[config.mk]
export PLATFORM = sky130hd
export DESIGN_NAME = dmem_dma
export DESIGN_NICKNAME = d
export VERILOG_FILES = /design/src/rtl/dmem_dma_pkg.sv /design/src/rtl/dmem_dma.sv
export SDC_FILE = /design/constraint.sdc
export NUM_CORES = 1
export LEC_CHECK = 0
export ABC_CLOCK_PERIOD_IN_PS = 3000
export CORE_UTILIZATION = 35
export CTS_CLUSTER_SIZE = 25
export DETAILED_ROUTE_END_ITERATION = 8
export GPL_TIMING_DRIVEN = 1
export PLACE_DENSITY_LB_ADDON = 0.05
export SETUP_SLACK_MARGIN = 0.4
export SYNTH_ARGS = -nofsm -noshare
export SYNTH_HDL_FRONTEND = slang
export SYNTH_SLANG_ARGS = --single-unit
[constraint.sdc]
create_clock -name clk -period 3 [get_ports clk]
set_input_delay 0.45 -clock clk [delete_from_list [all_inputs] [get_ports clk]]
set_output_delay 0.45 -clock clk [all_outputs]
set_load 0.005 [all_outputs]
[src/rtl/dmem_dma_pkg.sv]
// dmem_dma_pkg: shared constants for the block-copy/fill engine and its neighbours.
// Mode encoding, FSM state encoding and the data-memory geometry defaults
// used by the CPU, the data memory and this engine.
package dmem_dma_pkg;

  // Data-memory geometry shared with the CPU and data memory
  localparam int DMEM_AW = 8;
  localparam int DMEM_DW = 16;

  // Command modes
  localparam logic MODE_COPY = 1'b0;
  localparam logic MODE_FILL = 1'b1;

  // Engine FSM states
  localparam logic [1:0] ST_IDLE = 2'd0;
  localparam logic [1:0] ST_RD   = 2'd1;
  localparam logic [1:0] ST_WR   = 2'd2;
  localparam logic [1:0] ST_DONE = 2'd3;

endpackage

[src/rtl/dmem_dma.sv]
// dmem_dma: block copy / fill engine driving the data-memory port while busy.
// Copy costs 2 cycles per word (read then write), fill 1 cycle per word; done
// pulses one cycle after the last write. start is only honoured in IDLE.
import dmem_dma_pkg::*;

module dmem_dma #(
  parameter int AW = DMEM_AW,
  parameter int DW = DMEM_DW,
  parameter int LW = AW + 1
) (
  input  logic          clk,
  input  logic          rst,
  input  logic          start,
  input  logic          mode,
  input  logic [AW-1:0] src,
  input  logic [AW-1:0] dst,
  input  logic [LW-1:0] len,
  input  logic [DW-1:0] fill_val,
  output logic          busy,
  output logic          done,
  output logic          mem_we,
  output logic [AW-1:0] mem_addr,
  output logic [DW-1:0] mem_wdata,
  input  logic [DW-1:0] mem_rdata
);

  logic [1:0]    state_q, state_d;
  logic          mode_q, mode_d;
  logic          desc_q, desc_d;
  logic [AW-1:0] src_ptr_q, src_ptr_d;
  logic [AW-1:0] dst_ptr_q, dst_ptr_d;
  logic [LW-1:0] cnt_q, cnt_d;
  logic [DW-1:0] data_q, data_d;
  logic [DW-1:0] fill_q, fill_d;

  // Copy runs descending when the destination sits above the source so an
  // overlapping region is never overwritten before it has been read.
  logic start_desc;
  assign start_desc = (mode == MODE_COPY) && (dst > src);

  // Next-state logic: command latch, pointer stepping and word counting
  always_comb begin
    state_d   = state_q;
    mode_d    = mode_q;
    desc_d    = desc_q;
    src_ptr_d = src_ptr_q;
    dst_ptr_d = dst_ptr_q;
    cnt_d     = cnt_q;
    data_d    = data_q;
    fill_d    = fill_q;
    case (state_q)
      ST_IDLE: begin
        if (start) begin
          mode_d = mode;
          desc_d = start_desc;
          fill_d = fill_val;
          cnt_d  = len;
          if (start_desc) begin
            // Pointers wrap modulo 2^AW; len==2^AW truncates to 0, giving base-1
            src_ptr_d = src + AW'(len) - AW'(1);
            dst_ptr_d = dst + AW'(len) - AW'(1);
          end else begin
            src_ptr_d = src;
            dst_ptr_d = dst;
          end
          if (len == '0)               state_d = ST_DONE;
          else if (mode == MODE_FILL)  state_d = ST_WR;
          else                         state_d = ST_RD;
        end
      end
      ST_RD: begin
        data_d  = mem_rdata;
        state_d = ST_WR;
      end
      ST_WR: begin
        src_ptr_d = desc_q ? src_ptr_q - AW'(1) : src_ptr_q + AW'(1);
        dst_ptr_d = desc_q ? dst_ptr_q - AW'(1) : dst_ptr_q + AW'(1);
        cnt_d     = cnt_q - LW'(1);
        if (cnt_q == LW'(1))          state_d = ST_DONE;
        else if (mode_q == MODE_FILL) state_d = ST_WR;
        else                          state_d = ST_RD;
      end
      default: begin
        state_d = ST_IDLE;
      end
    endcase
  end

  // State registers with synchronous reset; reset drops straight to IDLE
  always_ff @(posedge clk) begin
    if (rst) begin
      state_q   <= ST_IDLE;
      mode_q    <= MODE_COPY;
      desc_q    <= 1'b0;
      src_ptr_q <= '0;
      dst_ptr_q <= '0;
      cnt_q     <= '0;
      data_q    <= '0;
      fill_q    <= '0;
    end else begin
      state_q   <= state_d;
      mode_q    <= mode_d;
      desc_q    <= desc_d;
      src_ptr_q <= src_ptr_d;
      dst_ptr_q <= dst_ptr_d;
      cnt_q     <= cnt_d;
      data_q    <= data_d;
      fill_q    <= fill_d;
    end
  end

  // Port outputs are pure decodes of state, so mem_we can only be high while busy
  assign busy      = (state_q == ST_RD) || (state_q == ST_WR);
  assign done      = (state_q == ST_DONE);
  assign mem_we    = (state_q == ST_WR);
  assign mem_addr  = (state_q == ST_RD) ? src_ptr_q :
                     (state_q == ST_WR) ? dst_ptr_q : '0;
  assign mem_wdata = (state_q != ST_WR)     ? '0     :
                     (mode_q == MODE_FILL)  ? fill_q : data_q;

endmodule

* Word-level counts from Yosys, hierarchy flattened
Index checks and enable logic that the tools add are counted.
** Cells by class
- Bitwise operators :: 1
- Eq/ne operators :: 6
- Mux-type cells :: 20
- Reductions and logical operators :: 7
- $add $sub $neg :: 9
- Order comparisons :: 1
** Operator list (number)
- $mux 8 :: 8
- $mux 16 :: 2
- $pmux 8 s2 :: 2
- $sub 8x1->8 const B :: 4
- $pmux 9 s2 :: 1
- $add 8x1->8 const B :: 2
- $add 8x8->8 :: 2
- $mux 2 :: 5
- $eq 9x1->1 const B :: 1
- $logic_not 9->1 :: 1
- $mux 9 :: 1
- $sub 9x1->9 const B :: 1
- $gt 8x8->1 :: 1
- $pmux 2 s3 :: 1
- $eq 2x2->1 const B :: 2
- $ne 2x2->1 const B :: 2
- $reduce_and 2->1 :: 2
- $eq 2x1->1 const B :: 1
- $logic_not 2->1 :: 1
- $reduce_bool 2->1 :: 1
- $logic_and 1x1->1 :: 1
- $logic_or 1x1->1 :: 1
- $not 1->1 :: 1
** Storage, ports and cells
- Bits of input ports :: 61
- Bits in registers :: 61
- Output and inout port bits :: 27
- Word-level logic and storage cells :: 52

* Depth between registers and ports, before layout
Gate-level depths: netlist of run 1.
- Depth in word-level cells :: 5
- Depth in mapped cells :: 12

* Worst setup path before layout of run 1
OpenSTA, ideal clock, no wires.
- Path kind :: input to register
- Start point :: in len[2]
- End point :: reg dst_ptr_q[6]
- Arrival time :: 2282 ps
- Setup time :: 91 ps
- Buffers on the path :: 0
- Path slack :: 627 ps
- Required time :: 2909 ps
- Stages :: 11
- Path through :: inv_1 ha_1 inv_1 ha_1 a21o_1 a21oi_1 o21bai_1 a21oi_1 xor2_1 or3_1 a311oi_1
** On the way
- Word-level cells in the longest chain between the ends :: 5
** Ends and longest elaborated chain
- start, declared :: line dmem_dma.sv:17 : input logic [LW-1:0] len,
- $add 8x8->8 :: line dmem_dma.sv:61 : dst_ptr_d = dst + AW'(len) - AW'(1);
- $sub 8x1->8 :: line dmem_dma.sv:61
- $mux 8 :: line dmem_dma.sv:58 : if (start_desc) begin
- $mux 8 :: line dmem_dma.sv:53 : if (start) begin
- $pmux 8 s2 :: line dmem_dma.sv:51 : case (state_q)
- end signal, assigned :: line dmem_dma.sv:105 : dst_ptr_q <= dst_ptr_d;
- end, declared :: line dmem_dma.sv:31 : logic [AW-1:0] dst_ptr_q, dst_ptr_d;
Every way passes these cells. The select of a mux whose other input is x is not followed.
A chain may end at the register's enable or synchronous reset.

* Final worst setup path of run 1
- Start point :: in src[7]
- End point :: reg dst_ptr_q[0]
** On the way
- Word-level cells in the longest chain between the ends :: 5
** Ends and longest elaborated chain
- start, declared :: line dmem_dma.sv:15 : input logic [AW-1:0] src,
- $gt 8x8->1 :: line dmem_dma.sv:39 : assign start_desc = (mode == MODE_COPY) && (dst > src);
- $logic_and 1x1->1 :: line dmem_dma.sv:39
- $mux 8 :: line dmem_dma.sv:58
- $mux 8 :: line dmem_dma.sv:53
- $pmux 8 s2 :: line dmem_dma.sv:51
Every way passes these cells. The select of a mux whose other input is x is not followed.

==> summary.md, run 1 <==
| Metric | Value |
|---|---|
| Status | `finished, final reports clean` |
| Post-synth EDFFs | `0` |
| Comb power frac | `38.7%` |
| Hold WC Path Type | `flip-flop to flip-flop` |
| Part of the cycle the worst path needs | `82.96%` |
| CTS max path bufs | `2` |
| Crit start category | `input port` |
| Number of remaining DRC errors | `0` |
| Slew HR | `56.97%` |
| Hold path start | `fill_q[12]$_SDFFE_PP0P_` |
| Post-Layout Cell Count | `871` |
| Initial antenna violation count | `0` |
| Pre-Repair DR Iteration Count | `4` |
| Sequential share of power | `31.1%` |
| CP endpoint kind | `flip-flop` |
| Clock root cell | `clkbuf_16` |
| Largest net degree at the start of global routing | `35` |
| Leading area contributor after synthesis | `dfxtp_1` |
| Yosys reg bits | `61` |
| Hpwl dp | `9720 µm` |
| Fin. max-slew vios | `0` |
| Synth warnings | `0` |
| Clk_lat worst skew | `0.33 ns` |
| Post-Syn Instances | `594` |
| Worst-Margin Slew | `0.6454 ns` |
| Synth area leaders | `dfxtp_1 (26%), ha_1 (14%), mux2i_1 (9.1%), a21oi_1 (5.5%), nor2_1 (5.3%)` |
| Critical Path RT | `3.18 ns` |
| Cell Int Power | `2.180 mW` |
| Via/cell ratio | `5.000` |
| Number of I/O pins | `88` |
| Port bufs | `87` |
| # placed instances | `853` |
| Clk pwr share | `30.2%` |
| Most frequent cells in the layout | `clkdlybuf4s50_1 (78), nor2_1 (65), nand2_1 (62)` |
| Final Hold Viols | `0` |
| Die width | `117.0 µm` |
| Register area share after synthesis | `26.37%` |
| Die H | `117.0 µm` |
| Routed Antenna Nets | `0` |
| Final setup viols | `0` |
| Std cell rows | `41` |
| Crit-path max FO | `8` |
| Register-to-Register Path Depth | `8` |
| PwrDens | `530.7 nW/µm²` |
| Async S/R FF share, synth | `0%` |
| Area Overhead vs Synth | `34.64%` |
| TritonCTS buffer count | `9` |
| Dominant synthesized flop cell | `dfxtp_1` |
| Clock transition at the registers of the reported paths | `0.05 ns` |
| Routed WL | `12840 µm` |
| GRT overflow | `0` |
| RSZ-0062 raised after global routing | `false` |
| Reg-to-Reg Start | `desc_q$_SDFFE_PP0P_` |
| Highest clock rate | `401.8 MHz` |
| WL/cell | `14.74 µm` |
| Post-CTS Hold Buffers | `0` |
| Synth unique cells | `49` |
| End point of the critical path | `dst_ptr_q[0]$_SDFFE_PP0P_` |
| First-pass GRT wire length | `20470 µm` |
| Starting density of the core | `36.25%` |
| Max Cap Viol | `0` |
| Switching Power | `1.129 mW` |
| Final net count | `813` |
| Syn_area_per_cell | `7.796 µm²` |
| Layout Skew | `0.005030 ns` |
| Total number of vias | `4355` |
| Sinks on Clock Net | `61` |
| Core Util, Final | `48.81%` |
| 1st-iter DRT viols | `142` |
| TritonCTS clock tree | `built` |
| FF-to-FF End | `src_ptr_q[7]$_SDFFE_PP0P_` |
| Area share of the largest cell type after synthesis | `26.37%` |
| Pre-CTS setup slack | `-0.08352 ns` |
| Worst VDD drop | `0.3090 mV` |
| Setup total negative slack | `0 ns` |
| Final GP Congestion | `0.7828` |
| Final worst setup slack | `0.5111 ns` |
| Most common cell after layout, fill and taps aside | `clkdlybuf4s50_1` |
| R2r setup slk | `0.72 ns` |
| CP startpoint | `src[7]` |
| Post-Synthesis Net Count | `711` |
| CP Class | `input port to flip-flop` |
| Die footprint | `13690 µm²` |
| Total GRT Usage | `19.73%` |
| Pwr Total | `3.309 mW` |
| Netlist Area Pre-Place | `4631 µm²` |
| H-tree levels | `3` |
| Vias in the first global route | `4194` |
| Min cycle time layout | `2.489 ns` |
| Ant. Diodes | `0` |
| Cell leakage power | `2.581 nW` |
| Switching share of power | `34.11%` |
| Share of post-route cells with drive strength above 1 | `12.02%` |
| Core area | `12770 µm²` |
| Crit path DAT | `2.67 ns` |
==> metal layers <==
metal / up-vias / GRT usage, % / wire length, µm
met1: 2030 / 25.76 / 6258
met2: 72 / 32.47 / 5941
met5: - / 0 / 0
li1: 2239 / - / -
met3: 14 / 4.325 / 458
met4: 0 / 6.160 / 183
==> cells in the mapped netlist, drive strengths merged, types with 5 or more instances <==
library cell  instances
xor2                  8
o22ai                 6
a211oi               11
o21ai                34
o21bai                9
a21oi                53
nor2                 66
dfxtp                61
a22oi                 5
mux2i                42
nand3                 9
inv                  61
buf                   9
xnor2                18
o21a                  5
nor3                 18
nand2                62
clkbuf               22
ha                   52
==> power groups by stage <==
stage          combinational (mW)  sequential (mW)  clock [mW]
2_1_floorplan               0.845             1.02           0
3_3_place_gp                 1.23             1.04           0
3_5_place_dp                 1.24             1.04           0
4_1_cts                      1.26             1.03        1.03
5_1_grt                      1.43             1.05        1.06
6_report                     1.28             1.03        1.00
==> worst min path at each step <==
stage / slack, ns / end / depth (start not counted)
6_report: 0.45 / fill_q[12]$_SDFFE_PP0P_ / 2
5_1_grt: 0.47 / fill_q[10]$_SDFFE_PP0P_ / 2
4_1_cts: 0.45 / fill_q[10]$_SDFFE_PP0P_ / 2
3_5_place_dp: 0.45 / fill_q[10]$_SDFFE_PP0P_ / 2
3_3_place_gp: 0.44 / fill_q[13]$_SDFFE_PP0P_ / 2
2_1_floorplan: 0.44 / fill_q[0]$_SDFFE_PP0P_ / 2
==> cell families (layout without fill, tap and decap cells) <==
family,count (synthesis),count (layout),share of synthesized area (%)
AND/OR/NAND/NOR,176,176,16.64
AO/OA/AOI/OAI,141,141,19.29
buffers and inverters,92,197,7.917
flip-flops,61,61,26.37
adder cells (fa/ha/maj),56,56,15.78
multiplexers,42,42,9.079
XOR/XNOR,26,26,4.918
==> sequential cells by signal, summed over array words and instances (netlist names) <==
signal	flops
src_ptr_q	8
dst_ptr_q	8
cnt_q	9
state_q	2
data_q	16
desc_q	1
fill_q	16
mode_q	1
==> what timing repair did <==
item | in CTS | in global routing
setup endpoints to repair | 5 | 23
setup buffers | 1 | 3
gates resized for setup | 6 | 26
pin swaps | 6 | 16
hold endpoints to repair | 0 | 0
==> critical path, cell delays in order <==
cell,delay (ns)
clkdlybuf4s50_1,0.50
inv_1,0.05
ha_1,0.32
a21oi_1,0.16
o21ai_1,0.08
buf_4,0.15
o21ai_4,0.27
buf_4,0.21
nor2_1,0.04
a21oi_1,0.30
o22ai_1,0.14
==> area by class of cell <==
class | instances | area (µm²)
timing repair buffer | 122 | 1165
clock inverter | 2 | 35.03
fill | 1283 | 6539
tap | 172 | 215.2
sequential | 61 | 1222
multi-input combinational | 441 | 3122
clock buffer | 12 | 246.5
inverter | 61 | 229.0
==> stage by stage <==
stage | hold slack, ns | cell area (µm²)
after floorplan | 0.4360 | 4631
after global placement | 0.4428 | 5823
after detailed placement | 0.4473 | 5823
after CTS | 0.4531 | 6128
after global routing | 0.4706 | 6235
final | 0.4509 | 6235
Note: power is estimated with default switching activity, not from simulation.
==> run 2, diff against run 1 <==
- ABC_CLOCK_PERIOD_IN_PS: 3000 -> 2450
- clock period: 3 -> 2.45 ns (I/O delays scaled with it)
==> run 2 against run 1 <==
Register-to-register slack lost 0.28 ns. Count of clock-buffer cells in the layout shrank 1. Critical path depth grew 2. Non-clock buffer count grew 52. Combinational power grew 51%. Total power grew 42%. Critical endpoint is now src_ptr_q[7]$_SDFFE_PP0P_. Largest cell class unchanged. Largest power group unchanged.
==> summary.md, run 2 (same netlist as run 1, synthesis figures left out) <==
| Metric | Value |
|---|---|
| Comb power frac | `41.0% (was 38.7%)` |
| Area Overhead vs Synth | `58.09% (was 34.64%)` |
| Layout Skew | `0.006688 ns (was 0.005030 ns)` |
| RSZ-0062 raised after global routing | `true (was false)` |
| Final Hold Viols | `0 (unchanged)` |
| TritonCTS buffer count | `9 (unchanged)` |
| Clock root cell | `clkbuf_16 (unchanged)` |
| Worst-Margin Slew | `0.5214 ns (was 0.6454 ns)` |
| Crit path DAT | `2.28 ns (was 2.67 ns)` |
| Starting density of the core | `36.25% (unchanged)` |
| Routed WL | `14250 µm (was 12840 µm)` |
| Die H | `117.0 µm (unchanged)` |
| CP endpoint kind | `flip-flop (unchanged)` |
| Max Cap Viol | `0 (unchanged)` |
| Final net count | `866 (was 813)` |
| Register-to-Register Path Depth | `8 (unchanged)` |
| Largest regs | `data_q (16), fill_q (16), cnt_q (9) (unchanged)` |
| Core area | `12770 µm² (unchanged)` |
| Largest net degree at the start of global routing | `31 (was 35)` |
| Post-CTS Hold Buffers | `0 (unchanged)` |
| R2r setup slk | `0.44 ns (was 0.72 ns)` |
| Vias in the first global route | `4491 (was 4194)` |
| TritonCTS clock tree | `built (unchanged)` |
| WL/cell | `15.41 µm (was 14.74 µm)` |
| Crit start category | `input port (unchanged)` |
| Pre-Repair DR Iteration Count | `5 (was 4)` |
| Worst VDD drop | `0.3837 mV (was 0.3090 mV)` |
| Most common cell after layout, fill and taps aside | `buf_4 (was clkdlybuf4s50_1)` |
| Number of I/O pins | `88 (unchanged)` |
| 1st-iter DRT viols | `273 (was 142)` |
| Most frequent cells in the layout | `buf_4 (73), nor2_1 (62), nand2_1 (62) (was clkdlybuf4s50_1 (78), nor2_1 (65), nand2_1 (62))` |
| Post-Layout Cell Count | `925 (was 871)` |
| Total number of vias | `4655 (was 4355)` |
| Met1 Resource Use GR | `29.21% (was 25.76%)` |
| Min cycle time layout | `2.067 ns` |
| Port bufs | `87 (unchanged)` |
| Sinks on Clock Net | `61 (unchanged)` |
| Slew HR | `65.24% (was 56.97%)` |
| Area of the multi-input gates | `3669 µm² (was 3122 µm²)` |
| Share of post-route cells with drive strength above 1 | `31.34% (was 12.02%)` |
| Cell Int Power | `3.132 mW (was 2.180 mW)` |
| Total GRT Usage | `21.67% (was 19.73%)` |
| Hpwl dp | `10240 µm (was 9720 µm)` |
| Fill count | `1166 (was 1283)` |
| CP Class | `input port to flip-flop (unchanged)` |
| Hold WC Path Type | `flip-flop to flip-flop (unchanged)` |
| Clk pwr share | `31.9% (was 30.2%)` |
| Initial antenna violation count | `0 (unchanged)` |
| Die width | `117.0 µm (unchanged)` |
| Sequential share of power | `27.1% (was 31.1%)` |
| Switching Power | `1.573 mW (was 1.129 mW)` |
| Final instance area | `7321 µm² (was 6235 µm²)` |
| First-pass GRT wire length | `22470 µm (was 20470 µm)` |
| Switching share of power | `33.44% (was 34.11%)` |
| Fin. max-slew vios | `0 (unchanged)` |
| Crit-path max FO | `3 (was 8)` |
| GR Util met3 | `3.708% (was 4.325%)` |
| Die footprint | `13690 µm² (unchanged)` |
| Critical Path RT | `2.66 ns (was 3.18 ns)` |
| Routed Antenna Nets | `0 (unchanged)` |
| Status | `finished, final reports clean (unchanged)` |
| Highest clock rate | `483.7 MHz` |
| CTS max path bufs | `2 (unchanged)` |
| Cell leakage power | `3.093 nW (was 2.581 nW)` |
| Hold Path Depth | `2 (unchanged)` |
| Std cell rows | `41 (unchanged)` |
| M2 GR Usage | `35.35% (was 32.47%)` |
| Final GP Congestion | `0.8462 (was 0.7828)` |
| DP Area | `6222 µm² (was 5823 µm²)` |
| PwrDens | `642.7 nW/µm² (was 530.7 nW/µm²)` |
| Sequential cell area | `1231 µm² (was 1222 µm²)` |
| Via/cell ratio | `5.032 (was 5.000)` |
| GRT overflow | `0 (unchanged)` |
| Ant. Diodes | `0 (unchanged)` |
| # placed instances | `888 (was 853)` |
| H-tree levels | `3 (unchanged)` |
| Number of remaining DRC errors | `0 (unchanged)` |
| Clk_lat worst skew | `0.33 ns (about the same)` |
| Part of the cycle the worst path needs | `84.38%` |
| Clock transition at the registers of the reported paths | `0.05 ns (about the same)` |
| Final setup viols | `0 (unchanged)` |
| GR peak layer | `met2 (unchanged)` |
run 2: cell types whose count changed in the layout (fill, tap and decap cells not counted), sizes merged:
cell	delta
dlygate4sd2	+22
clkdlybuf4s50	-39
bufbuf	+1
bufinv	+2
buf	+58
clkbuf	+7
clkdlybuf4s15	+2
o21ai	+1
run 2: power groups by stage:
stage | Combinational [mW] | Clock [mW] | Sequential [mW]
after floorplan | 1.07 | 0 | 1.24
after global placement | 1.63 | 0 | 1.27
after detailed placement | 1.65 | 0 | 1.28
after CTS | 1.83 | 1.52 | 1.27
after global routing | 2.13 | 1.57 | 1.30
final | 1.93 | 1.50 | 1.28
run 2: metrics by stage:
| step | TNS, ns | utilization [%] | setup WS [ns] | total power [mW] | hold slack (ns) |
|---|---|---|---|---|---|
| after floorplan | 0 | - | 0.2884 | 2.316 | 0.4360 |
| after global placement | -6.728 | 48.71 | -0.5209 | 2.905 | 0.4429 |
| after detailed placement | -6.916 | 48.71 | -0.5272 | 2.929 | 0.4506 |
| after CTS | 0 | 55.40 | 0.2633 | 4.622 | 0.4579 |
| after global routing | 0 | 57.31 | 0.2752 | 4.993 | 0.4749 |
| final | 0 | 57.31 | 0.3828 | 4.705 | 0.4541 |
run 2: final timing paths:
kind,startpoint,end
worst max-delay path,src[1],src_ptr_q[7]$_SDFFE_PP0P_
worst min register to register,fill_q[0]$_SDFFE_PP0P_,fill_q[0]$_SDFFE_PP0P_
worst min-delay path,fill_q[0]$_SDFFE_PP0P_,fill_q[0]$_SDFFE_PP0P_
worst max register to register,desc_q$_SDFFE_PP0P_,dst_ptr_q[5]$_SDFFE_PP0P_
run 2: final cells by class:
type                    instances  share of cell area (%)
clock inverters                 4                   1.299
flip-flops and latches         61                   16.82
multi-input cells             442                   50.11
clock buffers                  11                   3.452
well taps                     172                   2.940
repair buffers                174                   21.77
inverters                      61                   3.606
run 2: layer usage:
metal  up-vias  share of wire, %  wire, µm
met1      2190                46      6556
met2        95                49      6945
met4         0              0.98       140
li1       2360                 -         -
met3        10               4.3       609
met5         -                 0         0
run 2: timing repair:
action,CTS,global route
cloned,3,0
setup buffers,17,2
pin swaps,45,43
resized for setup,154,69
setup endpoints to repair,43,30
run 2: critical path, stage by stage:
cell	delay, ns
buf_6	0.11
inv_12	0.03
ha_4	0.25
inv_2	0.04
ha_4	0.15
fa_2	0.38
a211oi_2	0.23
o21bai_1	0.10
a21oi_2	0.18
xnor2_2	0.15
nor2_4	0.04
xnor2_1	0.15
o21ai_1	0.08
